===== src/rtl/lsu_pkg.sv =====
// Shared types and constants for the load/store unit control slice.
// Build option: LSU_MISALIGN_TRAP_EN (see lsu_ctrl.sv).
package lsu_pkg;

  localparam int XLEN = 64;

  // Width codes match the memory-stage encoding.
  typedef enum logic [1:0] {
    W8  = 2'd0,
    W16 = 2'd1,
    W32 = 2'd2,
    W64 = 2'd3
  } lsu_wdt_e;

  typedef enum logic [1:0] {
    IDLE    = 2'd0,
    ISSUE   = 2'd1,
    CAPTURE = 2'd2,
    RESP    = 2'd3
  } lsu_state_e;

  function automatic logic is_misaligned(input lsu_wdt_e wdt, input logic [2:0] lsb);
    case (wdt)
      W16:     return lsb[0];
      W32:     return |lsb[1:0];
      W64:     return |lsb;
      default: return 1'b0;
    endcase
  endfunction

endpackage


===== src/rtl/lsu_if.sv =====
// Request, response and memory-port bundle between the execute stage, the LSU and memory.
// master = execute stage plus memory model, slave = the LSU itself.
interface lsu_if #(parameter int XLEN = lsu_pkg::XLEN);
  import lsu_pkg::*;

  // Handshakes: a transfer happens on a rising clk edge where valid and ready are both 1;
  // valid never waits on ready, and the LSU holds resp_* stable while resp_valid && !resp_ready.
  logic            req_valid;
  logic            req_ready;
  logic            req_is_store;
  logic [XLEN-1:0] req_addr;
  logic [XLEN-1:0] req_wdata;
  lsu_wdt_e        req_wdt;
  logic            req_unsigned;

  logic            resp_valid;
  logic            resp_ready;
  logic [XLEN-1:0] resp_rdata;
  logic            resp_misalign;

  logic            mem_ren;
  logic            mem_wen;
  logic [XLEN-1:0] mem_raddr;
  logic [XLEN-1:0] mem_waddr;
  logic [XLEN-1:0] mem_wdata;
  lsu_wdt_e        mem_wdt;
  logic [XLEN-1:0] mem_rdata;

  modport master (
    output req_valid, req_is_store, req_addr, req_wdata, req_wdt, req_unsigned,
    output resp_ready, mem_rdata,
    input  req_ready, resp_valid, resp_rdata, resp_misalign,
    input  mem_ren, mem_wen, mem_raddr, mem_waddr, mem_wdata, mem_wdt
  );

  modport slave (
    input  req_valid, req_is_store, req_addr, req_wdata, req_wdt, req_unsigned,
    input  resp_ready, mem_rdata,
    output req_ready, resp_valid, resp_rdata, resp_misalign,
    output mem_ren, mem_wen, mem_raddr, mem_waddr, mem_wdata, mem_wdt
  );

endinterface


===== src/rtl/lsu_sext.sv =====
// Combinational load-data extension: sign or zero extend a right-aligned W8/W16/W32 value.
module lsu_sext #(
  parameter int XLEN = lsu_pkg::XLEN
) (
  input  lsu_pkg::lsu_wdt_e wdt,
  input  logic              is_unsigned,
  input  logic [XLEN-1:0]   din,
  output logic [XLEN-1:0]   dout
);
  import lsu_pkg::*;

  always_comb begin
    dout = din;
    case (wdt)
      W8:  dout = {{(XLEN-8){din[7] & ~is_unsigned}}, din[7:0]};
      W16: dout = {{(XLEN-16){din[15] & ~is_unsigned}}, din[15:0]};
      W32: dout = {{(XLEN-32){din[31] & ~is_unsigned}}, din[31:0]};
      default: dout = din;
    endcase
  end

endmodule


===== src/rtl/lsu_ctrl.sv =====
// Load/store unit control FSM: IDLE -> ISSUE -> (CAPTURE) -> RESP, all outputs registered.
// Build option: LSU_MISALIGN_TRAP_EN makes misaligned requests skip memory and respond at once.
module lsu_ctrl #(
  parameter int XLEN = lsu_pkg::XLEN
) (
  input  logic                clk,
  input  logic                rst,
  lsu_if.slave                bus,
  output lsu_pkg::lsu_state_e dbg_state
);
  import lsu_pkg::*;

  lsu_state_e      state;
  logic            uns_q;
  logic            store_q;
  logic            mis;
  logic            trap;
  logic [XLEN-1:0] ext;

  assign mis       = is_misaligned(bus.req_wdt, bus.req_addr[2:0]);
  assign dbg_state = state;

`ifdef LSU_MISALIGN_TRAP_EN
  assign trap = mis;
`else
  assign trap = 1'b0;
`endif

  // mem_wdt is held from the handshake, so it doubles as the width for extension.
  lsu_sext #(.XLEN(XLEN)) u_sext (
    .wdt        (bus.mem_wdt),
    .is_unsigned(uns_q),
    .din        (bus.mem_rdata),
    .dout       (ext)
  );

  always_ff @(posedge clk) begin
    if (rst) begin
      state             <= IDLE;
      uns_q             <= 1'b0;
      store_q           <= 1'b0;
      bus.req_ready     <= 1'b1;
      bus.resp_valid    <= 1'b0;
      bus.resp_rdata    <= '0;
      bus.resp_misalign <= 1'b0;
      bus.mem_ren       <= 1'b0;
      bus.mem_wen       <= 1'b0;
      bus.mem_raddr     <= '0;
      bus.mem_waddr     <= '0;
      bus.mem_wdata     <= '0;
      bus.mem_wdt       <= W8;
    end else begin
      case (state)
        IDLE: begin
          if (bus.req_valid) begin
            bus.req_ready     <= 1'b0;
            uns_q             <= bus.req_unsigned;
            store_q           <= bus.req_is_store;
            bus.mem_wdt       <= bus.req_wdt;
            bus.resp_misalign <= mis;
            bus.resp_rdata    <= '0;
            if (bus.req_is_store) begin
              bus.mem_waddr <= bus.req_addr;
              bus.mem_wdata <= bus.req_wdata;
            end else begin
              bus.mem_raddr <= bus.req_addr;
            end
            if (trap) begin
              bus.resp_valid <= 1'b1;
              state          <= RESP;
            end else begin
              bus.mem_ren <= ~bus.req_is_store;
              bus.mem_wen <= bus.req_is_store;
              state       <= ISSUE;
            end
          end
        end
        ISSUE: begin
          bus.mem_ren <= 1'b0;
          bus.mem_wen <= 1'b0;
          if (store_q) begin
            bus.resp_valid <= 1'b1;
            state          <= RESP;
          end else begin
            state <= CAPTURE;
          end
        end
        // Read data is valid in this cycle, one cycle after mem_ren was sampled.
        CAPTURE: begin
          bus.resp_rdata <= ext;
          bus.resp_valid <= 1'b1;
          state          <= RESP;
        end
        RESP: begin
          if (bus.resp_ready) begin
            bus.resp_valid <= 1'b0;
            bus.req_ready  <= 1'b1;
            state          <= IDLE;
          end
        end
        default: state <= IDLE;
      endcase
    end
  end

endmodule

===== src/flat_wrapper.sv =====
// flat-port wrapper written by rule: the top's interface ports become plain ports
module lsu_ctrl_flat import lsu_pkg::*;
#(
  parameter int XLEN = lsu_pkg::XLEN
)
  (clk, rst, dbg_state, bus_req_valid, bus_req_is_store, bus_req_addr, bus_req_wdata, bus_req_wdt, bus_req_unsigned, bus_resp_ready, bus_mem_rdata, bus_req_ready, bus_resp_valid, bus_resp_rdata, bus_resp_misalign, bus_mem_ren, bus_mem_wen, bus_mem_raddr, bus_mem_waddr, bus_mem_wdata, bus_mem_wdt);
  lsu_if #(.XLEN(XLEN)) bus_i ();
  input  logic clk;
  input  logic rst;
  output lsu_pkg::lsu_state_e dbg_state;
  input wire logic [$bits(bus_i.req_valid)-1:0] bus_req_valid;
  input wire logic [$bits(bus_i.req_is_store)-1:0] bus_req_is_store;
  input wire logic [$bits(bus_i.req_addr)-1:0] bus_req_addr;
  input wire logic [$bits(bus_i.req_wdata)-1:0] bus_req_wdata;
  input wire logic [$bits(bus_i.req_wdt)-1:0] bus_req_wdt;
  input wire logic [$bits(bus_i.req_unsigned)-1:0] bus_req_unsigned;
  input wire logic [$bits(bus_i.resp_ready)-1:0] bus_resp_ready;
  input wire logic [$bits(bus_i.mem_rdata)-1:0] bus_mem_rdata;
  output wire logic [$bits(bus_i.req_ready)-1:0] bus_req_ready;
  output wire logic [$bits(bus_i.resp_valid)-1:0] bus_resp_valid;
  output wire logic [$bits(bus_i.resp_rdata)-1:0] bus_resp_rdata;
  output wire logic [$bits(bus_i.resp_misalign)-1:0] bus_resp_misalign;
  output wire logic [$bits(bus_i.mem_ren)-1:0] bus_mem_ren;
  output wire logic [$bits(bus_i.mem_wen)-1:0] bus_mem_wen;
  output wire logic [$bits(bus_i.mem_raddr)-1:0] bus_mem_raddr;
  output wire logic [$bits(bus_i.mem_waddr)-1:0] bus_mem_waddr;
  output wire logic [$bits(bus_i.mem_wdata)-1:0] bus_mem_wdata;
  output wire logic [$bits(bus_i.mem_wdt)-1:0] bus_mem_wdt;
  assign bus_i.req_valid = bus_req_valid;
  assign bus_i.req_is_store = bus_req_is_store;
  assign bus_i.req_addr = bus_req_addr;
  assign bus_i.req_wdata = bus_req_wdata;
  assign bus_i.req_wdt = bus_req_wdt;
  assign bus_i.req_unsigned = bus_req_unsigned;
  assign bus_i.resp_ready = bus_resp_ready;
  assign bus_i.mem_rdata = bus_mem_rdata;
  assign bus_req_ready = bus_i.req_ready;
  assign bus_resp_valid = bus_i.resp_valid;
  assign bus_resp_rdata = bus_i.resp_rdata;
  assign bus_resp_misalign = bus_i.resp_misalign;
  assign bus_mem_ren = bus_i.mem_ren;
  assign bus_mem_wen = bus_i.mem_wen;
  assign bus_mem_raddr = bus_i.mem_raddr;
  assign bus_mem_waddr = bus_i.mem_waddr;
  assign bus_mem_wdata = bus_i.mem_wdata;
  assign bus_mem_wdt = bus_i.mem_wdt;
  lsu_ctrl #(.XLEN(XLEN)) u_core (.clk(clk), .rst(rst), .bus(bus_i), .dbg_state(dbg_state));
endmodule

===== config.mk =====
export PLATFORM = sky130hd
export DESIGN_NAME = lsu_ctrl_flat
export DESIGN_NICKNAME = d
export VERILOG_FILES = /design/src/rtl/lsu_pkg.sv /design/src/rtl/lsu_if.sv /design/src/rtl/lsu_sext.sv /design/src/rtl/lsu_ctrl.sv /design/src/flat_wrapper.sv
export SDC_FILE = /design/constraint.sdc
export NUM_CORES = 1
export LEC_CHECK = 0
export ABC_AREA = 1
export CAP_MARGIN = 20
export CORE_AREA = 2 2 182 184
export DETAILED_ROUTE_END_ITERATION = 7
export DIE_AREA = 0 0 184 186
export PLACE_DENSITY = 0.63
export SYNTH_ARGS = -nofsm -noshare
export SYNTH_HDL_FRONTEND = slang
export SYNTH_SLANG_ARGS = --single-unit

===== constraint.sdc =====
create_clock -name clk -period 4.1 [get_ports clk]
set_clock_uncertainty 0.2 [all_clocks]
set_input_delay 0.82 -clock clk [delete_from_list [all_inputs] [get_ports clk]]
set_output_delay 0.82 -clock clk [all_outputs]
set_load 0.005 [all_outputs]

==> flow_summary.json <==
{
  "outcome": "complete, no violations",
  "flow.area_growth_from_synthesis_pct": 60.3,
  "grt_pass1_vias": 9877,
  "required_ns": 3.08,
  "flip_flop_and_latch_count_after_synthesis": 267,
  "swShare": 0.308,
  "hold_violations": 0,
  "die_height_um": 186,
  "synth_flop_cell": "sky130_fd_sc_hd__dfxtp_1",
  "crit_end_category": "primary output",
  "buffer_ports.inserted": 464,
  "firstDrtPassIters": 4,
  "hold-path-endpoint": "u_core.bus.resp_rdata[38]",
  "grt_setup_unrepaired": "no",
  "peakVddDrop_mv": 0.334,
  "cp_data_arrival_time_ns": 1.76,
  "fmax_mhz": 360,
  "power.total_mw": 8.79,
  "synth.cells.most_frequent": "446 x sky130_fd_sc_hd__nor2_1, 267 x sky130_fd_sc_hd__dfxtp_1, 196 x sky130_fd_sc_hd__nand2_1",
  "power.static_leakage_nw": 6.41,
  "via_per_inst": 4.66,
  "fin_cells": 2160,
  "overflow": 0,
  "remaining_drc_errors": 0,
  "worst_r2r_endpoint": "u_core.bus.resp_rdata[20]",
  "finalNetCount": 1934,
  "drt_first_iter_violations": 481,
  "route.antenna.remaining_nets": 0,
  "maxSlewHeadroom": 0.316,
  "yosys.area.top_type": "sky130_fd_sc_hd__dfxtp_1",
  "io_pins": 465,
  "reg2reg_path_depth": 6,
  "power_density_nw_per_um2": 559,
  "via_count": 10100,
  "start_kind": "flip-flop",
  "clock_pin_slew_reported_for_the_worst_setup_and_hold_paths_after_clock_tree_synthesis_ns": 0.06,
  "reg2reg_slack_ns": 1.42,
  "core.rowCount": 66,
  "grtUsageTotal": 0.201,
  "final_util": 0.488,
  "maxCapViolations": 0,
  "post-route-period-util": 0.677,
  "placeable_area_um2": 32200,
  "die_x_um": 184,
  "syn_inst": 1312,
  "placed_standard_cell_area_um2": 14700,
  "synth_async_sr_flop_share": 0,
  "total_switching_power_mw": 2.71,
  "criticalPathCategory": "reg2out",
  "layout-drive-gt1-share": 0.0423,
  "routedWlPerCell_um": 16.8,
  "yosys_warnings": 0,
  "clockPowerShare": 0.325,
  "path_max_fanout": 18,
  "maxSlewViolCount": 0,
  "clock_tree_from_tritoncts": "done",
  "timing_worst_slew_pin_value_ns": 1.02,
  "finalSetupTns_ns": 0,
  "cts_buffers": 30,
  "power.share.sequential": 0.374,
  "setup_viol": 0,
  "first_pass_grt_wire_length_um": 54800,
  "synthDistinctLibCells": 20,
  "fin_crit_ns": 2.78,
  "yosys.area.top_type_share": 0.545,
  "yosysSeqAreaShare": 0.545,
  "hold_path_startpoint": "u_core.bus.resp_rdata[38]",
  "hp-class": "reg2reg",
  "syn-mean-instance-area_um2": 7.48,
  "share_comb_of_total_power": 0.301,
  "netlist_top_cells_area": "sky130_fd_sc_hd__dfxtp_1 54%, sky130_fd_sc_hd__nor2_1 17%, sky130_fd_sc_hd__o21ai_0 9.3%",
  "ctsHoldBuffers": 0,
  "crit-reg2reg-launch": "u_core.dbg_state[0]",
  "finish.instance_area_um2": 15700,
  "cts_htree_levels": 1,
  "p_int_mw": 6.08,
  "cts_post_setup_buffers_inserted": 0,
  "dp.final_hpwl_um": 24600,
  "yosysMostFrequentCell": "sky130_fd_sc_hd__nor2_1",
  "globalplace.congestion": 0.812,
  "number_of_flops_mapped_to_enable_cells_by_yosys": 0,
  "clk_latency_ns": 0.55,
  "ctsRootBufferMaster": "sky130_fd_sc_hd__clkbuf_16",
  "antenna_violations_before_repair": 1,
  "postCtsResizedCells": 0,
  "grt_start_max_net_pins": 200,
  "die_area_um2": 34200,
  "max-clock-path-buffers": 3,
  "syn-cell-area_um2": 9810,
  "initial_utilization": 0.305,
  "whs_path_depth": 2,
  "routed_wl_um": 36200,
  "place.detailed.instances": 2106,
  "clkSinkCount": 267,
  "mappedNetlistNets": 1516
}
state kept, by name, summed over array words and instances (netlist names), 2 cells and up:
signal	flops
u_core.bus.mem_raddr	64
u_core.bus.mem_wdt	2
u_core.dbg_state	2
u_core.bus.resp_rdata	64
u_core.bus.mem_waddr	64
u_core.bus.mem_wdata	64
cells by family (layout without fill, tap and decap cells):
group | after synthesis | in the layout | share of synthesized area
buffers and inverters | 109 | 548 | 0.0541
other | 0 | 1 | 0
adders and majority gates | 4 | 4 | 0.00510
AOI/OAI and AO/OA | 281 | 281 | 0.144
and+or+nand+nor | 651 | 651 | 0.252
DFF | 267 | 267 | 0.545
metrics by stage:
stage               hold slack (ns)  setup slack [ns]
finish                        0.262              1.32
floorplan                     0.257              2.18
global placement              0.251              1.21
CTS                           0.264              1.28
detailed placement            0.255              1.19
global route                  0.279              1.20
placed cells by master (no fill, tap or decap), drive strengths merged:
master,count
a21oi,75
a31oi,1
buf,14
bufinv,4
clkbuf,43
clkdlybuf4s50,463
clkinv,4
clkinvlp,2
dfxtp,267
diode,1
ha,4
inv,18
nand2,199
nand3,2
nor2,448
o21ai,205
or2,2
worst max-delay path by stage:
stage                                from                        end  cells after the start
floorplan                             rst   u_core.bus.mem_wdata[10]                      6
global placement            bus_req_valid   u_core.bus.mem_raddr[40]                      7
detailed placement          bus_req_valid   u_core.bus.mem_raddr[50]                      7
CTS                 u_core.bus.mem_wdt[1]             bus_mem_wdt[1]                      2
global route          u_core.dbg_state[0]  u_core.bus.resp_rdata[20]                      6
finish              u_core.bus.mem_wdt[1]             bus_mem_wdt[1]                      2
layer usage:
| metal | global-route usage | wire length, um | up-vias |
|---|---|---|---|
| met5 | 0 | 0 | - |
| met4 | 0.0576 | 870 | 0 |
| met3 | 0.0773 | 3850 | 57 |
| met2 | 0.348 | 17300 | 375 |
| met1 | 0.230 | 14200 | 4631 |
| li1 | - | - | 5000 |
power groups by stage:
stage / Clock (mW) / Sequential, mW / Combinational, mW
finish: 2.86 / 3.29 / 2.65
global route: 3.03 / 3.34 / 2.93
CTS: 2.93 / 3.29 / 2.69
detailed placement: 0 / 3.33 / 2.67
global placement: 0 / 3.32 / 2.66
floorplan: 0 / 3.35 / 1.19
worst max-delay path: stages (launching register included):
cell	delay [ns]
sky130_fd_sc_hd__dfxtp_1	0.39
sky130_fd_sc_hd__buf_4	0.26
sky130_fd_sc_hd__clkdlybuf4s50_1	0.54
layout make-up:
cell class	count	area, um2
diodes	1	2.50
clock buffers	43	901
clock inverters	10	155
fillers	3184	16500
inverters	18	72.6
multi-input cells	936	3940
flip-flops and latches	267	5350
well taps	408	510
repair buffers	477	4800
(Power assumes the default switching activity.)
